[src/rtl/branch_predictor_pkg.sv]
// Shared encodings and helpers for the 2-bit saturating-counter branch predictor.
package branch_pred_pkg;

  localparam logic [1:0] SNT = 2'b00;
  localparam logic [1:0] WNT = 2'b01;
  localparam logic [1:0] WT  = 2'b10;
  localparam logic [1:0] ST  = 2'b11;

  function automatic logic [1:0] sat2_next(input logic [1:0] state, input logic taken);
    logic [1:0] nxt;
    nxt = state;
    if (taken) begin
      if (state != ST) nxt = state + 2'd1;
    end else begin
      if (state != SNT) nxt = state - 2'd1;
    end
    return nxt;
  endfunction

  // Word-aligned PC; callers truncate to their index width.
  function automatic logic [31:0] bht_idx(input logic [31:0] pc);
    return pc >> 2;
  endfunction

endpackage

[src/rtl/branch_predictor_if.sv]
// Fetch-lookup and ID-resolve signals between the pipeline (master) and the predictor (slave).
interface branch_predictor_if #(
  parameter int ADDR_W = 32
);
  logic [ADDR_W-1:0] if_pc;
  logic              pred_taken;
  logic              id_valid;
  logic              id_stall;
  logic [ADDR_W-1:0] id_pc;
  logic              id_pred_taken;
  logic              id_taken;
  logic [ADDR_W-1:0] id_target;
  logic              flush;
  logic              redirect_valid;
  logic [ADDR_W-1:0] redirect_pc;

  modport master (
    output if_pc, id_valid, id_stall, id_pc, id_pred_taken, id_taken, id_target,
    input  pred_taken, flush, redirect_valid, redirect_pc
  );

  modport slave (
    input  if_pc, id_valid, id_stall, id_pc, id_pred_taken, id_taken, id_target,
    output pred_taken, flush, redirect_valid, redirect_pc
  );
endinterface

[src/rtl/branch_predictor_sat_counter2.sv]
// One BHT entry: a 2-bit saturating counter trained when en_i is high.
module sat_counter2
  import branch_pred_pkg::*;
#(
  parameter logic [1:0] INIT_STATE = WNT
) (
  input  logic       clk_i,
  input  logic       rst_i,
  input  logic       en_i,
  input  logic       taken_i,
  output logic [1:0] state_o
);

  logic [1:0] state_q;
  logic [1:0] state_d;

  assign state_d = en_i ? sat2_next(state_q, taken_i) : state_q;

  always_ff @(posedge clk_i) begin
    if (rst_i) state_q <= INIT_STATE;
    else       state_q <= state_d;
  end

  assign state_o = state_q;

endmodule

[src/rtl/branch_predictor.sv]
// Tagless BHT predictor: combinational IF lookup, ID-stage training, mispredict redirect and statistics.
module branch_predictor
  import branch_pred_pkg::*;
#(
  parameter int         IDX_W      = 4,
  parameter int         ADDR_W     = 32,
  parameter logic [1:0] INIT_STATE = WNT
) (
  input  logic                clk_i,
  input  logic                rst_i,
  input  logic                start_i,
  branch_predictor_if.slave   bus,
  output logic [31:0]         branch_cnt_o,
  output logic [31:0]         mispred_cnt_o
);

  localparam int ENTRIES = 2 ** IDX_W;

  logic [IDX_W-1:0] if_idx;
  logic [IDX_W-1:0] id_idx;
  logic [1:0]       bht_state [ENTRIES];
  logic             resolve;
  logic             mispredict;
  logic [31:0]      branch_cnt_q, branch_cnt_d;
  logic [31:0]      mispred_cnt_q, mispred_cnt_d;

  assign if_idx = IDX_W'(bht_idx(32'(bus.if_pc)));
  assign id_idx = IDX_W'(bht_idx(32'(bus.id_pc)));

  assign resolve    = bus.id_valid & ~bus.id_stall & start_i & ~rst_i;
  assign mispredict = resolve & (bus.id_pred_taken != bus.id_taken);

  for (genvar g = 0; g < ENTRIES; g++) begin : g_bht
    sat_counter2 #(
      .INIT_STATE (INIT_STATE)
    ) u_ctr (
      .clk_i   (clk_i),
      .rst_i   (rst_i),
      .en_i    (resolve && (id_idx == IDX_W'(g))),
      .taken_i (bus.id_taken),
      .state_o (bht_state[g])
    );
  end

  // Reads the pre-edge counter, so a same-cycle update is not bypassed.
  assign bus.pred_taken = start_i & ~rst_i & bht_state[if_idx][1];

  assign bus.flush          = mispredict;
  assign bus.redirect_valid = mispredict;
  assign bus.redirect_pc    = !mispredict ? '0 :
                              bus.id_taken ? bus.id_target : bus.id_pc + ADDR_W'(4);

  assign branch_cnt_d  = (resolve && branch_cnt_q != 32'hFFFF_FFFF)
                         ? branch_cnt_q + 32'd1 : branch_cnt_q;
  assign mispred_cnt_d = (mispredict && mispred_cnt_q != 32'hFFFF_FFFF)
                         ? mispred_cnt_q + 32'd1 : mispred_cnt_q;

  always_ff @(posedge clk_i) begin
    if (rst_i) begin
      branch_cnt_q  <= '0;
      mispred_cnt_q <= '0;
    end else begin
      branch_cnt_q  <= branch_cnt_d;
      mispred_cnt_q <= mispred_cnt_d;
    end
  end

  assign branch_cnt_o  = branch_cnt_q;
  assign mispred_cnt_o = mispred_cnt_q;

endmodule

[src/flat_wrapper.sv]
// flat-port wrapper written by rule: the top's interface ports become plain ports
module branch_predictor_flat import branch_pred_pkg::*;
#(
  parameter int         IDX_W      = 4,
  parameter int         ADDR_W     = 32,
  parameter logic [1:0] INIT_STATE = WNT
)
  (clk_i, rst_i, start_i, branch_cnt_o, mispred_cnt_o, bus_if_pc, bus_id_valid, bus_id_stall, bus_id_pc, bus_id_pred_taken, bus_id_taken, bus_id_target, bus_pred_taken, bus_flush, bus_redirect_valid, bus_redirect_pc);
  branch_predictor_if #(.ADDR_W(ADDR_W)) bus_i ();
  input  logic clk_i;
  input  logic rst_i;
  input  logic start_i;
  output logic [31:0] branch_cnt_o;
  output logic [31:0] mispred_cnt_o;
  input wire logic [$bits(bus_i.if_pc)-1:0] bus_if_pc;
  input wire logic [$bits(bus_i.id_valid)-1:0] bus_id_valid;
  input wire logic [$bits(bus_i.id_stall)-1:0] bus_id_stall;
  input wire logic [$bits(bus_i.id_pc)-1:0] bus_id_pc;
  input wire logic [$bits(bus_i.id_pred_taken)-1:0] bus_id_pred_taken;
  input wire logic [$bits(bus_i.id_taken)-1:0] bus_id_taken;
  input wire logic [$bits(bus_i.id_target)-1:0] bus_id_target;
  output wire logic [$bits(bus_i.pred_taken)-1:0] bus_pred_taken;
  output wire logic [$bits(bus_i.flush)-1:0] bus_flush;
  output wire logic [$bits(bus_i.redirect_valid)-1:0] bus_redirect_valid;
  output wire logic [$bits(bus_i.redirect_pc)-1:0] bus_redirect_pc;
  assign bus_i.if_pc = bus_if_pc;
  assign bus_i.id_valid = bus_id_valid;
  assign bus_i.id_stall = bus_id_stall;
  assign bus_i.id_pc = bus_id_pc;
  assign bus_i.id_pred_taken = bus_id_pred_taken;
  assign bus_i.id_taken = bus_id_taken;
  assign bus_i.id_target = bus_id_target;
  assign bus_pred_taken = bus_i.pred_taken;
  assign bus_flush = bus_i.flush;
  assign bus_redirect_valid = bus_i.redirect_valid;
  assign bus_redirect_pc = bus_i.redirect_pc;
  branch_predictor #(.IDX_W(IDX_W), .ADDR_W(ADDR_W), .INIT_STATE(INIT_STATE)) u_core (.clk_i(clk_i), .rst_i(rst_i), .start_i(start_i), .bus(bus_i), .branch_cnt_o(branch_cnt_o), .mispred_cnt_o(mispred_cnt_o));
endmodule
[config.mk]
export PLATFORM = sky130hd
export DESIGN_NAME = branch_predictor_flat
export DESIGN_NICKNAME = d
export VERILOG_FILES = /design/src/rtl/branch_predictor_pkg.sv /design/src/rtl/branch_predictor_if.sv /design/src/rtl/branch_predictor_sat_counter2.sv /design/src/rtl/branch_predictor.sv /design/src/flat_wrapper.sv
export SDC_FILE = /design/constraint.sdc
export NUM_CORES = 1
export LEC_CHECK = 0
export BUFFER_PORTS_ARGS = -buffer_cell sky130_fd_sc_hd__buf_2
export CORE_ASPECT_RATIO = 1.75
export CORE_MARGIN = 8
export CORE_UTILIZATION = 41
export CTS_CLUSTER_DIAMETER = 100
export CTS_CLUSTER_SIZE = 25
export DETAILED_ROUTE_END_ITERATION = 7
export PLACE_DENSITY = 0.74
export SKIP_CTS_REPAIR_TIMING = 1
export SYNTH_ARGS = -nofsm -noshare
export SYNTH_HDL_FRONTEND = slang
export SYNTH_SLANG_ARGS = --single-unit
[constraint.sdc]
create_clock -name clk_i -period 5.15 [get_ports clk_i]
set_clock_uncertainty 0.1 [all_clocks]
set_input_delay 0.2575 -clock clk_i [delete_from_list [all_inputs] [get_ports clk_i]]
set_output_delay 0.2575 -clock clk_i [all_outputs]
set_load 0.05 [all_outputs]
==> impl_results.md <==
* Status: complete, no violations
* Synthesis-stage register bit count at 96
* Critical path class: in2out
* Aggregate global routing overflow at 0
* Slew headroom at 22.00%
* Die width at 106.6 microns
* CTS root buf: clkbuf_16
* Pre-CTS WS at 2.065 ns
* DRC Markers at 0
* YS warnings at 0
* PD cells at 232.9 nW/um^2
* Die area at 18590 sq um
* Highest cell delay on the worst timing path at 0.54 ns
* IO Pins at 202
* CTS Buf Count at 9
* Yosys cell types at 54
* RSZ-0062 raised after global routing: no
* WP data required at 4.79 ns
* WL/cell at 15.54 microns
* Overall Global Routing Usage at 17.52%
* HP Class: in2reg
* Register-to-register setup slack at 2.30 ns
* Count of final setup violators at 0
* Synth Area per Inst at 7.680 sq um
* Crit-path cells: buf_2 > nor4bb_2 > buf_4 > nand2b_1 > inv_1 > o21ai_0 > a21oi_1 > buf_2
* Core area at 14220 sq um
* First-pass GRT wire length at 27200 microns
* Setup_tns at 0 ns
* Die Y at 174.5 microns
* Peak fanout along the critical path at 30
* Worst slew pin tran at 1.167 ns
* Clock Tree Buf Depth at 2
* Critical-path top delay cell: inv_1
* Hold Crit Depth at 4
* Layout cell share with drive strength beyond 1 at 23.33%
* Max Fclk at 326.4 MHz
* Hold_sp: bus_id_taken
* Starting density of the core at 41.36%
* Routability congestion estimate at 0.7977
* Worst-Skew Late Latency at 0.34 ns
* Synth Net Count at 875
* Hold Path End: u_core.g_bht[12].u_ctr.state_o[0]
* FFs w/ async S/R, synth at 0%
* Design Power at 1.664 mW
* RR Endpoint: u_core.branch_cnt_o[4]
* Htree depth at 3
* Max cap viols at 0
* Synth Cell Area at 5883 sq um
* LEAKAGE at 2.920 nW
* # fillers at 1452
* Mapped Cells at 766
* Final Slew Violations at 0
* I/O Buffers at 173
* Tcrit/Tclk final at 59.49%
* RR Startpoint: u_core.branch_cnt_o[0]
* Synthesis-to-layout area growth at 21.46%
* Initial antenna violation count at 0
* First-pass DRT Iterations at 4
* Fin nets at 1017
* Worst r2r path cells at 6
* Fin. Hold Viols at 0
* Register area share after synthesis at 32.67%
* Drt initial violations at 274
* Final worst-path setup slack at 2.086 ns
* Max rail drop VDD at 0.1595 mV
* CTS clk-pin slew, worst paths at 0.06 ns
* Post-DR vias/cell at 5.694
* CTS tree: yes
* Clock sinks at 96
* Crit path DAT at 2.71 ns
* Routed wire length at 16990 microns
* Crit-path most repeated cell: buf_2
* Min cycle time layout at 3.064 ns
* ANT cells at 0
* DRT antenna net count at 0
* Hold Slack at 0.2722 ns
* Largest net degree at the start of global routing at 60
* Main synth FF type: dfxtp_1
* Number of flops mapped to enable cells by yosys at 0
* Via count at 6224
* # rows at 58
* Vias in the first global route at 5846
* Critical path endpoint category: primary output
* Critical path launch point type: primary input
* Post-DP HPWL at 12710 microns
## where the power goes
part | leakage [nW] | switching, mW | internal, mW
Sequential | 0.774 | 0.0130 | 0.754
Combinational | 1.99 | 0.0980 | 0.0657
Clock | 0.153 | 0.291 | 0.442
## routing by layer
metal	up-vias	global-route usage, %	wire, microns
met5	-	0	0
met1	2882	18.03	6671
met4	0	7.611	488
li1	3135	-	-
met2	176	32.16	8823
met3	31	4.449	1004
## registers in the layout, indices dropped and copies added, names as in the netlist
name                        count
u_core.branch_cnt_o            32
u_core.g_bht.u_ctr.state_o     32
u_core.mispred_cnt_o           32
## area by class of cell
| cell class | instances | area [sq um] | area share, % |
|---|---|---|---|
| clock inverters | 4 | 76.32 | 1.068 |
| clock buffers | 12 | 246.5 | 3.449 |
| repair buffers | 178 | 903.4 | 12.64 |
| flip-flops and latches | 96 | 1922 | 26.90 |
| multi-input cells | 604 | 3701 | 51.79 |
| well taps | 180 | 225.2 | 3.152 |
| inverters | 19 | 71.32 | 0.9981 |
## metrics by stage
stage          std cells  area, sq um  util (%)
6_report            1093         7146     50.24
3_3_place_gp        1077         6823     47.97
2_1_floorplan        766         5883         -
3_5_place_dp        1077         6823     47.97
4_1_cts             1093         7146     50.24
5_1_grt             1093         7146     50.24
## synthesized netlist by cell type (8+ instances only)
library cell / instances / area (sq um)
nand3_1: 41 / 205.2
nand4_1: 26 / 162.7
nand2_1: 48 / 180.2
nor3_1: 9 / 45.04
and2_1: 12 / 75.07
nor2b_1: 8 / 50.05
xnor2_1: 13 / 113.9
or4_1: 15 / 112.6
or3_1: 34 / 212.7
clkbuf_1: 39 / 146.4
nor2_1: 61 / 229.0
o31ai_1: 12 / 90.09
inv_1: 18 / 67.56
and3_1: 34 / 212.7
mux2i_1: 11 / 110.1
dfxtp_1: 96 / 1922
o311ai_0: 13 / 113.9
xor2_1: 19 / 166.4
o21ai_0: 82 / 410.4
a21oi_1: 84 / 420.4
## worst max-delay path by stage
stage	cells past startpoint	slack [ns]	start	end
2_1_floorplan	8	2.08	bus_id_pc[4]	bus_redirect_pc[23]
3_5_place_dp	8	2.07	rst_i	bus_redirect_pc[11]
5_1_grt	8	1.82	rst_i	bus_redirect_pc[30]
6_report	8	2.09	rst_i	bus_redirect_pc[11]
3_3_place_gp	8	2.09	rst_i	bus_redirect_pc[11]
4_1_cts	8	2.05	rst_i	bus_redirect_pc[11]
## worst max-delay path, delay by kind of cell
kind	cells	cell delay, ns
and+or+nand+nor	2	0.69
AOI/OAI and AO/OA	2	0.35
buffers and inverters	4	1.39
## logic make-up (layout without fill, tap and decap cells)
family / after synthesis / in the layout / synth area share, %
and+or+nand+nor: 318 / 318 / 29.41
xor gates and xnor gates: 32 / 32 / 4.764
adders and majority gates: 6 / 6 / 1.276
buffers and inverters: 66 / 213 / 4.530
muxes: 22 / 22 / 4.934
DFF: 96 / 96 / 32.67
AOI/OAI and AO/OA: 226 / 226 / 22.42
## placed cells by master (no fill, tap or decap), types with 13 or more instances in the layout
cell,instances
a21oi_1,84
and3_1,34
buf_2,173
dfxtp_1,96
inv_1,18
nand2_1,48
nand3_1,41
nand4_1,26
nor2_1,61
o21ai_0,82
o311ai_0,13
or3_1,34
or4_1,15
xnor2_1,13
xor2_1,19
Note: power is estimated with default switching activity, not from simulation.
